$ cat src/rtl/johnson_ring_counter_if.sv
// Control and status bundle for johnson_ring_counter.
// master drives en/mode/dir/load/load_val; slave (the counter) returns cnt/state_idx/wrap/illegal.
// No flow control: every input is sampled on each rising edge.
interface johnson_ring_counter_if #(
    parameter int WIDTH = 4,
    parameter int IDXW  = $clog2(2 * WIDTH)
);
    logic             en;
    logic             mode;
    logic             dir;
    logic             load;
    logic [WIDTH-1:0] load_val;
    logic [WIDTH-1:0] cnt;
    logic [IDXW-1:0]  state_idx;
    logic             wrap;
    logic             illegal;

    modport master (
        output en, mode, dir, load, load_val,
        input  cnt, state_idx, wrap, illegal
    );

    modport slave (
        input  en, mode, dir, load, load_val,
        output cnt, state_idx, wrap, illegal
    );
endinterface

$ cat src/rtl/johnson_ring_counter.sv
// Parametrised Johnson / one-hot ring sequencer with index decode, wrap pulse and illegal-state flag.
// Latency: one shift per enabled edge; state_idx/illegal are combinational, wrap is registered.
// No backpressure; `JOHNSON_SELFCORRECT_EN makes an enabled illegal state jump back to S0.
module johnson_ring_counter #(
    parameter int WIDTH = 4,
    parameter int IDXW  = $clog2(2 * WIDTH)
) (
    input  logic                  clk,
    input  logic                  rst,
    johnson_ring_counter_if.slave bus
);

    localparam int CW = IDXW + 1;

    if (WIDTH < 2) begin : g_bad_width
        $error("johnson_ring_counter: WIDTH must be at least 2");
    end

    logic [WIDTH-1:0] cnt_q, cnt_d;
    logic             wrap_q, wrap_d;

    logic [WIDTH-1:0] s0;
    logic [WIDTH-1:0] shift_val;
    logic [CW-1:0]    ones;
    logic [CW-1:0]    edges;
    logic [IDXW-1:0]  ring_idx;
    logic [IDXW-1:0]  johnson_idx;
    logic             johnson_ok;
    logic             ring_ok;
    logic             illegal;

    assign s0 = bus.mode ? WIDTH'(1) : '0;

    // Popcount and count of adjacent-bit transitions drive both legality and index decode.
    always_comb begin
        ones  = '0;
        edges = '0;
        for (int i = 0; i < WIDTH; i++) begin
            ones = ones + CW'(cnt_q[i]);
        end
        for (int i = 0; i < WIDTH - 1; i++) begin
            edges = edges + CW'(cnt_q[i] ^ cnt_q[i+1]);
        end
    end

    always_comb begin
        ring_idx = '0;
        for (int i = 0; i < WIDTH; i++) begin
            if (cnt_q[i]) begin
                ring_idx = IDXW'(i);
            end
        end
    end

    assign johnson_ok  = (edges <= CW'(1));
    assign ring_ok     = (ones == CW'(1));
    assign illegal     = bus.mode ? !ring_ok : !johnson_ok;
    // Upper half of the Johnson cycle counts back down from 2*WIDTH as ones drain out of the LSB end.
    assign johnson_idx = cnt_q[WIDTH-1] ? IDXW'(CW'(2 * WIDTH) - ones) : IDXW'(ones);

    always_comb begin
        shift_val = cnt_q;
        unique case ({bus.mode, bus.dir})
            2'b00: shift_val = {cnt_q[WIDTH-2:0], ~cnt_q[WIDTH-1]};
            2'b01: shift_val = {~cnt_q[0], cnt_q[WIDTH-1:1]};
            2'b10: shift_val = {cnt_q[WIDTH-2:0], cnt_q[WIDTH-1]};
            2'b11: shift_val = {cnt_q[0], cnt_q[WIDTH-1:1]};
            default: shift_val = cnt_q;
        endcase
    end

    always_comb begin
        cnt_d  = cnt_q;
        wrap_d = 1'b0;
        if (bus.load) begin
            cnt_d = bus.load_val;
`ifdef JOHNSON_SELFCORRECT_EN
        end else if (bus.en && illegal) begin
            cnt_d = s0;
`endif
        end else if (bus.en) begin
            cnt_d  = shift_val;
            // Shifts preserve illegality, so only a legal state may announce a wrap.
            wrap_d = !illegal && (shift_val == s0);
        end
    end

    always_ff @(posedge clk) begin
        if (rst) begin
            cnt_q  <= s0;
            wrap_q <= 1'b0;
        end else begin
            cnt_q  <= cnt_d;
            wrap_q <= wrap_d;
        end
    end

    assign bus.cnt       = cnt_q;
    assign bus.wrap      = wrap_q;
    assign bus.illegal   = illegal;
    assign bus.state_idx = illegal ? '0 : (bus.mode ? ring_idx : johnson_idx);

endmodule

$ cat src/flat_wrapper.sv
// flat-port wrapper written by rule: the top's interface ports become plain ports
module johnson_ring_counter_flat 
#(
    parameter int WIDTH = 4,
    parameter int IDXW  = $clog2(2 * WIDTH)
)
  (clk, rst, bus_en, bus_mode, bus_dir, bus_load, bus_load_val, bus_cnt, bus_state_idx, bus_wrap, bus_illegal);
  johnson_ring_counter_if #(.WIDTH(WIDTH), .IDXW(IDXW)) bus_i ();
  input  logic clk;
  input  logic rst;
  input wire logic [$bits(bus_i.en)-1:0] bus_en;
  input wire logic [$bits(bus_i.mode)-1:0] bus_mode;
  input wire logic [$bits(bus_i.dir)-1:0] bus_dir;
  input wire logic [$bits(bus_i.load)-1:0] bus_load;
  input wire logic [$bits(bus_i.load_val)-1:0] bus_load_val;
  output wire logic [$bits(bus_i.cnt)-1:0] bus_cnt;
  output wire logic [$bits(bus_i.state_idx)-1:0] bus_state_idx;
  output wire logic [$bits(bus_i.wrap)-1:0] bus_wrap;
  output wire logic [$bits(bus_i.illegal)-1:0] bus_illegal;
  assign bus_i.en = bus_en;
  assign bus_i.mode = bus_mode;
  assign bus_i.dir = bus_dir;
  assign bus_i.load = bus_load;
  assign bus_i.load_val = bus_load_val;
  assign bus_cnt = bus_i.cnt;
  assign bus_state_idx = bus_i.state_idx;
  assign bus_wrap = bus_i.wrap;
  assign bus_illegal = bus_i.illegal;
  johnson_ring_counter #(.WIDTH(WIDTH), .IDXW(IDXW)) u_core (.clk(clk), .rst(rst), .bus(bus_i));
endmodule
$ cat config.mk
export PLATFORM = sky130hd
export DESIGN_NAME = johnson_ring_counter_flat
export DESIGN_NICKNAME = d
export VERILOG_FILES = /design/src/rtl/johnson_ring_counter_if.sv /design/src/rtl/johnson_ring_counter.sv /design/src/flat_wrapper.sv
export SDC_FILE = /design/constraint.sdc
export NUM_CORES = 1
export LEC_CHECK = 0
export ABC_AREA = 1
export CAP_MARGIN = 5
export CORE_AREA = 2 2 39 41
export DETAILED_ROUTE_END_ITERATION = 7
export DIE_AREA = 0 0 41 43
export PLACE_DENSITY_LB_ADDON = 0.08
export SLEW_MARGIN = 20
export SYNTH_ARGS = -nofsm -noshare
export SYNTH_HDL_FRONTEND = slang
export SYNTH_SLANG_ARGS = --single-unit
$ cat constraint.sdc
create_clock -name clk -period 3 [get_ports clk]
set_input_delay 0.75 -clock clk [delete_from_list [all_inputs] [get_ports clk]]
set_output_delay 0.75 -clock clk [all_outputs]
set_load 0.01 [all_outputs]
Word level (Yosys, flattened, before mapping)
Cells that the tools add are included.
{"block": "op_classes", "n_addsub": 6, "magnitude_cmp": 1, "eq_ne": 5, "mux": 12, "bitwise_logic": 6, "n_reduce_logical": 7}
{"op": "case mux 4 bit (4 select lines)", "count": 1}
{"op": "2-to-1 mux 4 bit", "count": 3}
{"op": "2-to-1 mux 3 bit", "count": 3}
{"op": "adder 4 x 1 -> 4 bit", "count": 2}
{"op": "adder 4 bit", "count": 2}
{"op": "equality test 2 bit, second input constant", "count": 2}
{"op": "equality test 4 x 1 -> 1 bit, second input constant", "count": 1}
{"op": "equality test 4 bit", "count": 1}
{"op": "less-or-equal comparator 4 x 1 -> 1 bit, second input constant", "count": 1}
{"op": "2-to-1 mux 2 bit", "count": 2}
{"op": "zero test 1 bit", "count": 3}
{"op": "2-to-1 mux 1 bit", "count": 3}
{"op": "inverter 1 bit", "count": 3}
{"op": "nonzero test 3 bit", "count": 1}
{"op": "OR reduction 3 bit", "count": 1}
{"op": "subtractor 1 x 3 -> 3 bit, first input constant", "count": 1}
{"op": "XOR 1 bit", "count": 3}
{"op": "adder 1 x 1 -> 2 bit", "count": 1}
{"op": "equality test 2 x 1 -> 1 bit, second input constant", "count": 1}
{"op": "zero test 2 bit", "count": 1}
{"op": "logical AND 1 bit", "count": 1}
{"block": "totals", "reg_bits": 5, "inputBits": 10, "out_inout_bits": 9, "elab_cells": 39}

Logic depth before layout (Yosys ltp)
Gate-level depths: netlist of run 1.
{"block": "logic_depth", "ltp_word": 8, "ltp_mapped": 11, "ltp_nobuf": 11}

Least setup slack after synthesis of run 1
OpenSTA, ideal clock, no wires.
{"block": "synth_path", "kind": "register to output", "startpoint": "reg u_core.cnt_q[1], in the netlist u_core.bus.cnt[1]", "endpoint": "out bus_state_idx[1]", "t_arrival_ns": 2.084, "required_time_ns": 2.250, "slack_ns": 0.166, "stages_incl_launch_ff": 11, "n_path_buf": 0, "cell_sequence": "edfxtp_1 ha_1 fa_1 ha_1 inv_1 ha_1 nand2_1 nand2_1 nand2_2 a21oi_1 o21a_1"}
{"block": "synth_via", "elab_chain_cells": 7, "elab_cells_between_ends": 16, "cone_classes": "add/sub (6); order compare (1); eq/ne (1); mux (4); bitwise (2); reduce/logical (2)"}
{"item": "from (decl)", "line": "johnson_ring_counter.sv:19", "text": "logic [WIDTH-1:0] cnt_q, cnt_d;"}
{"item": "from (signal assigned)", "line": "johnson_ring_counter.sv:93", "text": "cnt_q <= cnt_d;"}
{"item": "XOR 1 bit or adder 1 x 1 -> 2 bit (tied branches)", "line": "johnson_ring_counter.sv:42, johnson_ring_counter.sv:39"}
{"item": "adder 4 bit or adder 4 x 1 -> 4 bit (tied branches) (2 in series)", "line": "johnson_ring_counter.sv:42, johnson_ring_counter.sv:39"}
{"item": "less-or-equal comparator 4 x 1 -> 1 bit or equality test 4 x 1 -> 1 bit (tied branches)", "line": "johnson_ring_counter.sv:55, johnson_ring_counter.sv:56"}
{"item": "zero test 1 bit", "line": "johnson_ring_counter.sv:57", "text": "assign illegal = bus.mode ? !ring_ok : !johnson_ok;"}
{"item": "2-to-1 mux 1 bit *", "line": "johnson_ring_counter.sv:57"}
{"item": "via bus_illegal", "line": "flat_wrapper.sv:19", "text": "output wire logic [$bits(bus_i.illegal)-1:0] bus_illegal;"}
{"item": "2-to-1 mux 3 bit *", "line": "johnson_ring_counter.sv:101", "text": "assign bus.state_idx = illegal ? '0 : (bus.mode ? ring_idx : johnson_idx);"}
{"item": "to (decl)", "line": "flat_wrapper.sv:17", "text": "output wire logic [$bits(bus_i.state_idx)-1:0] bus_state_idx;"}
The timed path passes the listed nets; every way through them passes the cells marked *.

Worst setup path after layout of run 1
{"block": "layout_path", "startpoint": "reg u_core.cnt_q[0], in the netlist u_core.bus.cnt[0]", "endpoint": "out bus_state_idx[1]"}
{"block": "layout_via", "elab_chain_cells": 7, "elab_cells_between_ends": 15, "cone_classes": "add/sub (6); order compare (1); eq/ne (1); mux (4); bitwise (1); reduce/logical (2)"}
{"item": "adder 1 x 1 -> 2 bit or XOR 1 bit (tied branches)", "line": "johnson_ring_counter.sv:39, johnson_ring_counter.sv:42"}
{"item": "adder 4 x 1 -> 4 bit or adder 4 bit (tied branches) (2 in series)", "line": "johnson_ring_counter.sv:39, johnson_ring_counter.sv:42"}
{"item": "subtractor 1 x 3 -> 3 bit, or another cell as far along", "line": "johnson_ring_counter.sv:59", "text": "assign johnson_idx = cnt_q[WIDTH-1] ? IDXW'(CW'(2 * WIDTH) - ones) : IDXW'(ones);"}
{"item": "2-to-1 mux 3 bit or zero test 1 bit (tied branches)", "line": "johnson_ring_counter.sv:59, johnson_ring_counter.sv:57"}
{"item": "2-to-1 mux 3 bit or 2-to-1 mux 1 bit (tied branches)", "line": "johnson_ring_counter.sv:101, johnson_ring_counter.sv:57"}
{"item": "2-to-1 mux 3 bit *", "line": "johnson_ring_counter.sv:101"}
Mark *: on every way between the ends. The rest lies on a longest branch, timed or not.

==> impl_metrics.py, run 1 <==
metrics = {
    "timing": {
        "max_freq_ghz": 0.332,
        "worst_pin_slew_ns": 0.220,
        "tns_ns": -0.0157,
        "slew_violations": 0,
        "finalClockSkew_ns": 0.00292,
        "fin_crit_sh_pct": 101,
        "holdWs_ns": 0.931,
        "rsz0062_at_grt": "yes",
        "final-setup-viol-count": 1,
        "setup_slack_ns": -0.0157,
        "slew_headroom_pct": 85.3,
        "hold_viol": 0,
        "min_period_ns": 3.02,
    },
    "synthesis": {
        "synth_common_cells": "nand2_1 (23), inv_1 (14), nor2_1 (7)",
        "yosysTopAreaCellShare_pct": 23.1,
        "synth_most_common_cell": "nand2_1",
        "ys_async_sr_fraction_pct": 0,
        "synth_warnings": 0,
        "syn_area_per_cell_um2": 6.83,
        "syn_area_um2": 519,
        "seq_area_frac_synth_pct": 27.0,
        "yosysUniqueCellTypes": 17,
        "synthTopCellsByArea": "edfxtp_1 (23%), nand2_1 (17%), ha_1 (12%)",
        "ys_seq_elements": 5,
        "synthFlopType": "edfxtp_1",
        "synth_edf_count": 4,
        "synth_cells": 76,
        "synth_top_area_cell": "edfxtp_1",
        "syn_nets": 93,
    },
    "job": {
        "cap_violations": 0,
    },
    "power_and_ir_drop": {
        "peakVddDrop_mv": 0.262,
        "power_density_mw_per_mm2": 439,
        "leakage_nw": 0.442,
        "finalPower_uw": 391,
    },
    "cells_and_area": {
        "antenna_cells": 0,
        "post-route-util_pct": 64.4,
        "stdcell_area_um2": 891,
        "area_growth_syn_to_layout_pct": 71.6,
        "drive_gt1_share_pct": 27.0,
        "fin_nets": 129,
        "multi_input_area_um2": 377,
        "fin_cells": 127,
        "fill_cells": 127,
        "seqCellArea_um2": 140,
    },
    "placed_design": {
        "dp_slack_ns": -0.332,
        "hpwl_um": 1100,
        "port_buffers": 18,
        "dp.cells": 118,
        "dpl-instance-area_um2": 779,
        "gp_congestion": 0.841,
    },
    "critical_path": {
        "startpoint_type": "flip-flop",
        "max_stage_delay_ns": 0.43,
        "path_delay_family": "adder cells",
        "crit_path_frequent_cell": "ha_4",
        "crit_chain": "ha_4, fa_2, ha_4, inv_4, ha_4, nand2_2, nand2_2, nand2_4, a21oi_2, o21a_1, buf_2",
        "critPathKind": "flip-flop to output pin",
        "critPathCaptureType": "output pin",
        "crit_fanout": 4,
        "cp.required_ns": 2.25,
        "cp.buffers_inverters": 2,
        "cp.arrival_ns": 2.27,
        "cp_slowest_cell": "edfxtp_1",
    },
    "clock_tree": {
        "cts.htree.levels": 1,
        "cts_tree": "yes",
        "insertion_delay_ns": 0.24,
        "cts_buffers": 3,
        "clkSinkCount": 5,
        "path_clk_slew_ns": 0.04,
        "cts_buffer_depth": 2,
        "root_buffer": "clkbuf_4",
    },
    "die": {
        "fp.dieH_um": 43,
        "initial_core_util_pct": 37.5,
        "coreArea_mm2": 0.00138,
        "std_cell_rows": 14,
        "io_pins": 19,
        "die_w_um": 41,
        "die_area_mm2": 0.00176,
    },
    "routing": {
        "detail_route.wl_per_cell_um": 10.6,
        "first_iter_violations": 15,
        "antenna_left": 0,
        "dr.pass1.iters": 3,
        "viasPerCell": 4.63,
        "drc": 0,
        "wirelength_um": 1350,
        "vias": 588,
    },
    "global_route": {
        "grt_util_all_layers_pct": 18.8,
        "grt_max_degree": 10,
        "grt_pass1_wl_um": 2290,
        "overflow": 0,
        "grt_antenna_before_repair": 0,
        "grt_pass1_vias": 549,
    },
    "hold_path": {
        "min_path_type": "flip-flop to flip-flop",
    },
    "run_status": {
        "violations": "setup timing",
        "status": "finished, violations left",
    },
}
-- path summary, 6_finish.rpt --
| path | endpoint | cells past startpoint | start | slack, ns |
|---|---|---|---|---|
| worst min-delay path | u_core.bus.wrap$_SDFF_PP0_ | 6 | u_core.bus.cnt[2]$_SDFFCE_PP0P_ | 0.93 |
| worst min register to register | u_core.bus.wrap$_SDFF_PP0_ | 6 | u_core.bus.cnt[2]$_SDFFCE_PP0P_ | 0.93 |
| worst max register to register | u_core.bus.wrap$_SDFF_PP0_ | 13 | u_core.bus.cnt[0]$_DFFE_PP_ | 0.75 |
| worst max-delay path | bus_state_idx[1] | 11 | u_core.bus.cnt[0]$_DFFE_PP_ | -0.02 |
-- state kept, by name (all words and copies together), names as in the netlist --
name,count
u_core.bus.cnt,4
u_core.bus.wrap,1
-- power breakdown --
group	leakage, nW	total (mW)	internal (mW)	switching [mW]
clock network	0.0150	0.0781	0.0503	0.0278
logic	0.375	0.226	0.120	0.105
registers	0.0520	0.0875	0.0820	0.00546
-- area by class of cell --
class                      instances  area share, %
multi-input combinational         55           42.3
timing repair buffer              31           29.8
sequential                         5           15.7
inverter                          16           7.02
clock buffer                       4           2.95
tap                               16           2.25
-- placed cells by master (no fill, tap or decap) --
| master | Yosys | layout |
|---|---|---|
| o21ai_0 | 3 | 2 |
| clkbuf_1 | 0 | 1 |
| a21oi_2 | 0 | 1 |
| dfxtp_1 | 1 | 1 |
| buf_4 | 0 | 13 |
| o22ai_1 | 1 | 1 |
| ha_4 | 0 | 3 |
| o21ai_2 | 0 | 1 |
| a21oi_1 | 2 | 1 |
| clkbuf_4 | 0 | 3 |
| inv_1 | 14 | 13 |
| nand3_1 | 5 | 5 |
| edfxtp_1 | 4 | 4 |
| buf_2 | 0 | 2 |
| nor3_1 | 1 | 1 |
| ha_1 | 5 | 2 |
| inv_4 | 0 | 1 |
| dlygate4sd2_1 | 0 | 2 |
| inv_2 | 1 | 1 |
| nand2_4 | 0 | 1 |
| clkdlybuf4s50_1 | 0 | 14 |
| nor2_1 | 7 | 7 |
| o211ai_1 | 3 | 3 |
| fa_1 | 2 | 1 |
| clkinv_1 | 1 | 1 |
| nand2_1 | 23 | 21 |
| nand2_2 | 2 | 3 |
| fa_2 | 0 | 1 |
| o21a_1 | 1 | 1 |
-- per-layer routing --
| layer | up-vias | part of all wire (%) | global-route usage, % |
|---|---|---|---|
| met4 | 0 | 0.81 | 4.00 |
| met3 | 2 | 4.9 | 3.66 |
| li1 | 312 | - | - |
| met5 | - | 0 | 0 |
| met1 | 257 | 41 | 23.3 |
| met2 | 17 | 53 | 31.9 |
-- logic make-up after synthesis --
group | after synthesis | share of synthesized area [%]
AOI/OAI and AO/OA | 10 | 11.8
and+or+nand+nor | 38 | 29.9
buffers and inverters | 16 | 11.6
adders and majority gates | 7 | 19.8
DFF | 5 | 27.0
-- repair_timing --
action | in CTS | in global routing
endpoints found under the setup margin | 3 | 3
gates cloned | 0 | 0
buffers inserted | 4 | 1
pin swaps | 4 | 4
hold buffers | 0 | 0
resized for setup | 17 | 6
-- worst reg2reg max path, cell delays in order (launching register included) --
cell and delay, ns:
edfxtp_1 0.43, ha_4 0.27, fa_2 0.36, ha_4 0.26
inv_4 0.06, ha_4 0.11, nand2_2 0.05, nand2_2 0.07
nand2_4 0.06, buf_4 0.12, buf_4 0.12, nor2_1 0.09
nand3_1 0.07, nor2_1 0.10
No activity file was read; power rests on OpenSTA's default activity.
==> inputs of run 2 (changes only) <==
--- a/config.mk
+++ b/config.mk
@@ -15,3 +15,4 @@
 export SYNTH_ARGS = -nofsm -noshare
 export SYNTH_HDL_FRONTEND = slang
 export SYNTH_SLANG_ARGS = --single-unit
+export TNS_END_PERCENT = 30
==> results of run 2 <==
Same layout as run 1: the final DEF is identical, and so are final timing and power.
